--- src/rtl/pipelined_carry_adder_pkg.sv ---
// Shared definitions for the pipelined carry adder: slice width and reset constants.
package adder_pkg;

    localparam logic SUM_RESET_BIT = 1'b0;

    // Returns 0 when WIDTH cannot be split evenly, which the top level treats as fatal.
    function automatic int unsigned chunk_width(input int unsigned width, input int unsigned stages);
        if (stages == 0 || width % stages != 0) return 0;
        return width / stages;
    endfunction

endpackage

--- src/rtl/pipelined_carry_adder_slice.sv ---
// Combinational CHUNK-bit ripple adder built from full-adder cells; exposes the MSB carry-in
// so the top level can derive signed overflow.
module adder_slice
    import adder_pkg::*;
#(
    parameter int unsigned CHUNK = 8
) (
    input  logic [CHUNK-1:0] a,
    input  logic [CHUNK-1:0] b,
    input  logic             c_in,
    output logic [CHUNK-1:0] sum,
    output logic             c_out,
    output logic             msb_c_in
);

    logic [CHUNK:0] carry;

    always_comb begin
        carry    = '0;
        sum      = '0;
        carry[0] = c_in;
        for (int unsigned i = 0; i < CHUNK; i++) begin
            sum[i]       = a[i] ^ b[i] ^ carry[i];
            carry[i+1]   = (a[i] & b[i]) | (carry[i] & (a[i] ^ b[i]));
        end
    end

    assign c_out    = carry[CHUNK];
    assign msb_c_in = carry[CHUNK-1];

endmodule

--- src/rtl/pipelined_carry_adder.sv ---
// Pipelined WIDTH-bit adder with STAGES registered carry slices and a valid/ready handshake.
// Define ADDER_OVERFLOW_EN to add the registered signed-overflow output.
module pipelined_carry_adder
    import adder_pkg::*;
#(
    parameter int unsigned WIDTH  = 32,
    parameter int unsigned STAGES = 4
) (
    input  logic             clock,
    input  logic             reset,
    input  logic             in_valid,
    output logic             in_ready,
    input  logic [WIDTH-1:0] a,
    input  logic [WIDTH-1:0] b,
    input  logic             c_in,
    output logic             out_valid,
    input  logic             out_ready,
    output logic [WIDTH-1:0] sum,
    output logic             c_out
`ifdef ADDER_OVERFLOW_EN
    ,
    output logic             overflow
`endif
);

    localparam int unsigned CHUNK = chunk_width(WIDTH, STAGES);

    if (CHUNK == 0) begin : g_bad_params
        $fatal(1, "pipelined_carry_adder: WIDTH must be a non-zero multiple of STAGES");
    end

    // Global stall: the whole pipeline moves only when the output slot is free or being taken.
    logic adv;
    assign adv      = out_ready | ~out_valid;
    assign in_ready = adv;

    for (genvar k = 0; k < STAGES; k++) begin : g_stage
        // Stage k sees only the operand bits its own and later slices still need, and
        // the already-finished lower sum chunks it must carry along.
        localparam int unsigned SRC_W = WIDTH - k * CHUNK;
        localparam int unsigned SUM_W = (k + 1) * CHUNK;

        logic [SRC_W-1:0] a_src;
        logic [SRC_W-1:0] b_src;
        logic             carry_src;
        logic             valid_src;
        logic [SUM_W-1:0] sum_next;
        logic [CHUNK-1:0] slice_sum;
        logic             slice_c_out;
        logic             msb_cin;
        logic [SUM_W-1:0] sum_q;
        logic             carry_q;
        logic             valid_q;

        if (k == 0) begin : g_head
            assign a_src     = a;
            assign b_src     = b;
            assign carry_src = c_in;
            assign valid_src = in_valid & in_ready;
            assign sum_next  = slice_sum;
        end else begin : g_tail
            assign a_src     = g_stage[k-1].g_skew.a_q;
            assign b_src     = g_stage[k-1].g_skew.b_q;
            assign carry_src = g_stage[k-1].carry_q;
            assign valid_src = g_stage[k-1].valid_q;
            assign sum_next  = {slice_sum, g_stage[k-1].sum_q};
        end

        adder_slice #(.CHUNK(CHUNK)) u_slice (
            .a        (a_src[CHUNK-1:0]),
            .b        (b_src[CHUNK-1:0]),
            .c_in     (carry_src),
            .sum      (slice_sum),
            .c_out    (slice_c_out),
            .msb_c_in (msb_cin)
        );

        always_ff @(posedge clock or posedge reset) begin
            if (reset) begin
                sum_q   <= {SUM_W{SUM_RESET_BIT}};
                carry_q <= 1'b0;
                valid_q <= 1'b0;
            end else if (adv) begin
                sum_q   <= sum_next;
                carry_q <= slice_c_out;
                valid_q <= valid_src;
            end
        end

        if (k < STAGES - 1) begin : g_skew
            logic [SRC_W-CHUNK-1:0] a_q;
            logic [SRC_W-CHUNK-1:0] b_q;

            always_ff @(posedge clock or posedge reset) begin
                if (reset) begin
                    a_q <= '0;
                    b_q <= '0;
                end else if (adv) begin
                    a_q <= a_src[SRC_W-1:CHUNK];
                    b_q <= b_src[SRC_W-1:CHUNK];
                end
            end
        end

`ifdef ADDER_OVERFLOW_EN
        if (k == STAGES - 1) begin : g_ovf
            logic ovf_q;

            always_ff @(posedge clock or posedge reset) begin
                if (reset) begin
                    ovf_q <= 1'b0;
                end else if (adv) begin
                    ovf_q <= msb_cin ^ slice_c_out;
                end
            end
        end else begin : g_no_ovf
            logic unused_msb_cin;
            assign unused_msb_cin = msb_cin;
        end
`else
        logic unused_msb_cin;
        assign unused_msb_cin = msb_cin;
`endif
    end

    assign out_valid = g_stage[STAGES-1].valid_q;
    assign sum       = g_stage[STAGES-1].sum_q;
    assign c_out     = g_stage[STAGES-1].carry_q;
`ifdef ADDER_OVERFLOW_EN
    assign overflow  = g_stage[STAGES-1].g_ovf.ovf_q;
`endif

endmodule
--- config.mk ---
export PLATFORM = sky130hd
export DESIGN_NAME = pipelined_carry_adder
export DESIGN_NICKNAME = d
export VERILOG_FILES = /design/src/rtl/pipelined_carry_adder_pkg.sv /design/src/rtl/pipelined_carry_adder_slice.sv /design/src/rtl/pipelined_carry_adder.sv
export SDC_FILE = /design/constraint.sdc
export NUM_CORES = 1
export LEC_CHECK = 0
export CORE_MARGIN = 5
export CORE_UTILIZATION = 45
export CTS_CLUSTER_SIZE = 16
export DETAILED_ROUTE_END_ITERATION = 8
export PLACE_DENSITY_LB_ADDON = 0.1
export SLEW_MARGIN = 20
export SYNTH_ARGS = -nofsm -noshare
export SYNTH_HDL_FRONTEND = slang
export SYNTH_SLANG_ARGS = --single-unit
--- constraint.sdc ---
create_clock -name clock -period 8.3 [get_ports clock]
set_input_delay 0.83 -clock clock [delete_from_list [all_inputs] [get_ports clock]]
set_output_delay 0.83 -clock clock [all_outputs]
set_load 0.05 [all_outputs]
==> impl_metrics.py, run 1 <==
metrics = {
    "cells_and_area": {
        "area.growth.synth_to_final_pct": 22.1,
        "design.final.nets": 669,
        "antennaDiodeCount": 0,
        "finalCoreUtilization_pct": 56.2,
        "mostFrequentLayoutCell": "sky130_fd_sc_hd__dfrtp_1",
        "layout.cells.most_common_list": "sky130_fd_sc_hd__dfrtp_1, sky130_fd_sc_hd__mux2_2, sky130_fd_sc_hd__clkdlybuf4s50_1",
        "final_layout_size_suffix_gt1_share_pct": 33.6,
    },
    "critical_path": {
        "timing.critical_path.required_ps": 7470,
        "start_kind": "input pin",
        "criticalPathCategory": "input pin to primary output",
        "end_kind": "primary output",
        "rrSetupSlack_ps": 4390,
        "critPathArrivalTime_ps": 3800,
        "worstPathMaxFanout": 64,
    },
    "sta": {
        "whs_ps": 462,
        "achievable-frequency_ghz": 0.216,
        "report.final.setup_viol": 0,
        "hold_viol": 0,
        "tightestPinTransition_ps": 1080,
        "post-route-period-util_pct": 55.8,
        "unrepaired_setup_endpoints_after_global_routing": "no",
        "fin_skew_ps": 7.04,
        "final.setup.tns_ps": 0,
        "timing.slew.headroom_pct": 27.7,
        "slew_violations": 0,
        "final_critical_path_setup_slack_ps": 3670,
        "final_critical_path_time_including_i_o_delays_and_setup_ps": 4630,
    },
    "drt": {
        "wl_per_cell_um": 15.6,
        "post_drt_via_cell_ratio": 4.83,
        "route.detailed.drc": 0,
        "drt_pass1_iterations": 4,
        "initialDrtViolationCount": 135,
        "detail-route-antenna-nets": 0,
        "route.vias.total": 3865,
        "drt-total-wl_um": 12500,
    },
    "synthesis": {
        "synth.net_count": 566,
        "syn_avg_cell_area_um2": 16.5,
        "ys_seq_area_share_pct": 60.1,
        "netlist_area_mm2": 0.00766,
        "synth_warnings": 0,
        "yosys.cell_types.count": 12,
        "synth_cells": 465,
        "synth-seq-cells": 184,
    },
    "power": {
        "finalPower_mw": 3.68,
        "power.density_mw_per_mm2": 393,
        "peak_supply_drop_v": 0.000193,
        "power.leakage_nw": 3.92,
    },
    "status": {
        "outcome": "finished, final reports clean",
    },
    "cts": {
        "clkSinkCount": 184,
        "cts-root-buf": "sky130_fd_sc_hd__clkbuf_16",
        "clkTransAtPathRegs_ps": 60,
        "cts_setup_buffers": 0,
        "holdBufCountCts": 0,
        "worstSkewPairLatency_ps": 420,
        "cts-root-to-sink-buffers": 2,
        "tritoncts": "built",
        "tritoncts.num_buffers": 17,
        "htreeDepth": 4,
        "post_cts_resized": 0,
    },
    "global_routing": {
        "grt_first_pass_wirelength_um": 21400,
        "antenna_found_initial": 0,
        "grt_pass1_vias": 4287,
        "groute.usage.overall_pct": 13.6,
        "globalRouteOverflowTotal": 0,
        "pin_count_of_the_biggest_net_entering_global_routing": 103,
    },
    "worst_hold_path": {
        "timing.hold.worst.class": "register to register",
    },
    "floorplan": {
        "start_util_pct": 46.0,
        "rows": 47,
        "die_h_um": 140,
        "top_level_ports": 104,
        "chipWidth_um": 140,
        "die_area_mm2": 0.0197,
        "floorplan.core_area_mm2": 0.0166,
    },
    "placement": {
        "place.gp.congestion": 0.696,
        "port-buffer-count": 103,
        "dp_slack_ps": 3590,
        "dpl.hpwl_um": 8490,
    },
    "flow_run": {
        "maxCapViolations": 0,
    },
}
## metal layers
metal / GRT usage, % / wire length (um) / share of wire (%) / vias to the layer above
met2: 21.7 / 6300 / 50 / 68
met3: 3.78 / 501 / 4.0 / 10
met4: 4.90 / 143 / 1.1 / 0
met1: 17.8 / 5570 / 45 / 2007
met5: 0 / 0 / 0 / -
li1: - / - / - / 1780
## worst max-delay path, stage by stage
cell                              delay [ps]
sky130_fd_sc_hd__clkdlybuf4s50_1         850
sky130_fd_sc_hd__nor2b_4                  60
sky130_fd_sc_hd__buf_4                   380
sky130_fd_sc_hd__inv_2                   700
sky130_fd_sc_hd__clkdlybuf4s50_1         950
## logic make-up (layout without fill, tap and decap cells)
family / Yosys count / after routing / share of synthesized area (%)
adders and majority gates: 32 / 32 / 8.36
AOI/OAI and AO/OA: 12 / 12 / 0.784
buffers and inverters: 52 / 167 / 4.18
DFF: 184 / 184 / 60.1
and+or+nand+nor: 14 / 14 / 1.44
muxes: 171 / 171 / 25.1
## cell type report
class | instances | area, um2
Timing Repair Buffer | 106 | 1060
Sequential cell | 184 | 4600
Inverter | 30 | 120
Clock buffer | 24 | 492
Clock inverter | 7 | 68.8
Multi-Input combinational cell | 229 | 2740
Tap cell | 220 | 275
Fill cell | 1347 | 7290
## registers in the layout (all words and copies together), names as in the netlist
register and cells:
g_stage.g_skew.a_q 48, sum 32, g_stage.valid_q 3, g_stage.g_skew.b_q 48
g_stage.carry_q 3, g_stage.sum_q 48, out_valid 1, c_out 1
## path summary, 6_finish.rpt
path,startpoint,to,cells past startpoint
max reg2reg,g_stage[2].carry_q$_DFFE_PP0N_,sum[31]$_DFFE_PP0N_,12
max,out_ready,in_ready,5
min in group asynchronous,reset,sum[12]$_DFFE_PP0N_,2
min,g_stage[2].valid_q$_DFFE_PP0N_,out_valid$_DFFE_PP0N_,1
max in group asynchronous,reset,g_stage[0].g_skew.b_q[5]$_DFFE_PP0N_,3
min reg2reg,g_stage[2].valid_q$_DFFE_PP0N_,out_valid$_DFFE_PP0N_,1
## through the flow
stage | cells | cell area [um2]
after floorplan | 465 | 7660
after global placement | 769 | 8790
after detailed placement | 769 | 8790
after CTS | 800 | 9350
after global routing | 800 | 9350
final | 800 | 9350
## cells in the mapped netlist
cell type	instances	area (um2)
sky130_fd_sc_hd__a21oi_1	12	60.1
sky130_fd_sc_hd__buf_2	4	20.0
sky130_fd_sc_hd__buf_6	16	180
sky130_fd_sc_hd__clkbuf_1	2	7.51
sky130_fd_sc_hd__dfrtp_1	184	4600
sky130_fd_sc_hd__fa_1	32	641
sky130_fd_sc_hd__inv_1	30	113
sky130_fd_sc_hd__mux2_1	10	113
sky130_fd_sc_hd__mux2_2	161	1810
sky130_fd_sc_hd__nand2b_1	1	6.26
sky130_fd_sc_hd__nor2b_4	1	13.8
sky130_fd_sc_hd__nor3b_1	12	90.1
## power by group
| group | switching, mW | internal, mW | total, mW |
|---|---|---|---|
| combinational | 0.704 | 0.705 | 1.41 |
| clock | 0.318 | 0.443 | 0.761 |
| sequential | 0.218 | 1.29 | 1.51 |
Note: power is estimated with default switching activity, not from simulation.
==> run 2, diff against run 1 <==
==> constraint.sdc (replaced) <==
create_clock -name clock -period 4.61 [get_ports clock]
set_input_delay 0.461 -clock clock [delete_from_list [all_inputs] [get_ports clock]]
set_output_delay 0.461 -clock clock [all_outputs]
set_load 0.05 [all_outputs]
==> impl_metrics.py, run 2 (same netlist as run 1, synthesis figures left out) <==
metrics = {
    "cells_and_area": {
        "largest_registers": "g_stage.g_skew.a_q: 48 flops, g_stage.g_skew.b_q: 48 flops, g_stage.sum_q: 48 flops",
        "layout.cells.most_common_list": "sky130_fd_sc_hd__dfrtp_1, sky130_fd_sc_hd__mux2_2, sky130_fd_sc_hd__clkdlybuf4s50_1",
        "area.growth.synth_to_final_pct": 22.1,
        "design.final.nets": 670,
        "final_layout_size_suffix_gt1_share_pct": 33.9,
        "antennaDiodeCount": 0,
        "mostFrequentLayoutCell": "sky130_fd_sc_hd__dfrtp_1",
    },
    "sta": {
        "achievable-frequency_ghz": 0.258,
        "final_critical_path_time_including_i_o_delays_and_setup_ps": 3880,
        "slew_violations": 0,
        "post-route-period-util_pct": 84.2,
        "hold_viol": 0,
        "unrepaired_setup_endpoints_after_global_routing": "no",
        "tightestPinTransition_ps": 770,
        "final_critical_path_setup_slack_ps": 730,
        "final.setup.tns_ps": 0,
        "report.final.setup_viol": 0,
        "timing.slew.headroom_pct": 48.6,
        "fin_skew_ps": 6.64,
    },
    "power": {
        "net-switching-power_mw": 2.25,
        "finalPower_mw": 6.58,
        "combPwrFrac_pct": 38.4,
        "clkPwrFrac_pct": 20.3,
        "power.density_mw_per_mm2": 703,
        "peak_supply_drop_v": 0.000379,
        "power.leakage_nw": 3.90,
        "netSwitchingFraction_pct": 34.2,
        "power_report.internal_total_mw": 4.33,
        "share_seq_of_total_power_pct": 41.3,
    },
    "drt": {
        "top_layer_reached_by_signal_wires": "met4",
        "route.vias.total": 3866,
        "initialDrtViolationCount": 89,
        "detail-route-antenna-nets": 0,
        "post_drt_via_cell_ratio": 4.83,
        "route.detailed.drc": 0,
        "met1Wirelength_um": 5600,
        "wl_per_cell_um": 15.8,
        "dr_wl_met2_um": 6330,
        "detailroute.wirelength.met3_um": 537,
        "drt-total-wl_um": 12600,
        "drt_pass1_iterations": 4,
    },
    "cts": {
        "clkSinkCount": 184,
        "tritoncts.num_buffers": 17,
        "clkTransAtPathRegs_ps": 60,
        "cts-root-to-sink-buffers": 2,
        "cts-root-buf": "sky130_fd_sc_hd__clkbuf_16",
        "htreeDepth": 4,
        "cts_setup_buffers": 0,
        "tritoncts": "built",
        "post_cts_resized": 0,
        "worstSkewPairLatency_ps": 420,
        "holdBufCountCts": 0,
    },
    "placement": {
        "place.gp.congestion": 0.720,
        "dp_slack_ps": 300,
        "dpl.hpwl_um": 8340,
        "port-buffer-count": 103,
    },
    "floorplan": {
        "die_area_mm2": 0.0197,
        "floorplan.core_area_mm2": 0.0166,
        "rows": 47,
        "die_h_um": 140,
        "start_util_pct": 46.0,
        "chipWidth_um": 140,
        "top_level_ports": 104,
    },
    "critical_path": {
        "critPathArrivalTime_ps": 4220,
        "reg2reg_to": "sum[31]$_DFFE_PP0N_",
        "end_kind": "register",
        "reg2reg_depth": 12,
        "start_kind": "input pin",
        "timing.critical_path.depth": 13,
        "timing.critical_path.required_ps": 4950,
        "max_stage_delay_ps": 440,
        "critical_path.slowest_cell": "sky130_fd_sc_hd__clkdlybuf4s50_1",
        "rr_startpoint": "g_stage[2].carry_q$_DFFE_PP0N_",
        "worstPathCellList": "clkdlybuf4s50_1, fa_1, inv_1, fa_1, inv_1, fa_1, fa_1, fa_1, fa_1, fa_1, inv_1, fa_1, a21oi_1",
        "crit_path_start": "a[0]",
        "criticalPathCategory": "input pin to register",
        "crit_path_end": "g_stage[0].sum_q[7]$_DFFE_PP0N_",
        "cp_common_cell": "sky130_fd_sc_hd__fa_1",
        "cp_top_family": "adder cells",
        "worstPathMaxFanout": 1,
        "rrSetupSlack_ps": 750,
        "crit_buf_inv": 4,
    },
    "global_routing": {
        "grt_pass1_vias": 4375,
        "globalRouteOverflowTotal": 0,
        "groute.usage.overall_pct": 13.8,
        "antenna_found_initial": 0,
        "grt_first_pass_wirelength_um": 21800,
        "pin_count_of_the_biggest_net_entering_global_routing": 147,
    },
    "worst_hold_path": {
        "timing.hold.worst.class": "register to register",
        "worst_hold_startpoint": "g_stage[2].valid_q$_DFFE_PP0N_",
    },
    "status": {
        "outcome": "finished, final reports clean",
    },
    "flow_run": {
        "maxCapViolations": 0,
    },
}
[run 2: per-stage QoR]
step	area [um2]	utilization (%)	hold WS, ps	cells
after global routing	9360	56.2	503	801
after global placement	8820	53.0	438	770
after CTS	9360	56.2	457	801
after floorplan	7660	-	430	465
final	9360	56.2	453	801
after detailed placement	8820	53.0	443	770
[run 2: worst min path at each step]
stage	to	slack (ps)	depth (start not counted)
6_report	out_valid$_DFFE_PP0N_	450	1
5_1_grt	out_valid$_DFFE_PP0N_	500	1
4_1_cts	out_valid$_DFFE_PP0N_	460	1
3_5_place_dp	out_valid$_DFFE_PP0N_	440	1
3_3_place_gp	out_valid$_DFFE_PP0N_	440	1
2_1_floorplan	out_valid$_DFFE_PP0N_	430	1
[run 2: power groups by stage]
stage	Clock, mW	Combinational (mW)	Sequential (mW)
floorplan	0	1.43	3.17
global placement	0	2.51	2.73
detailed placement	0	2.59	2.76
CTS	1.37	2.59	2.74
global route	1.44	2.78	2.82
finish	1.33	2.53	2.72
[run 2: final cells by class]
class,count,area (um2)
Inverter,30,116
Clock inverter,12,106
Multi-Input combinational cell,229,2740
Sequential cell,184,4600
Fill cell,1351,7280
Timing Repair Buffer,107,1090
Tap cell,220,275
Clock buffer,19,433
[run 2: metal layers]
metal | vias up | GRT usage [%]
li1 | 1787 | -
met1 | 2012 | 18.3
met2 | 57 | 21.9
met3 | 10 | 4.19
met4 | 0 | 4.74
met5 | - | 0
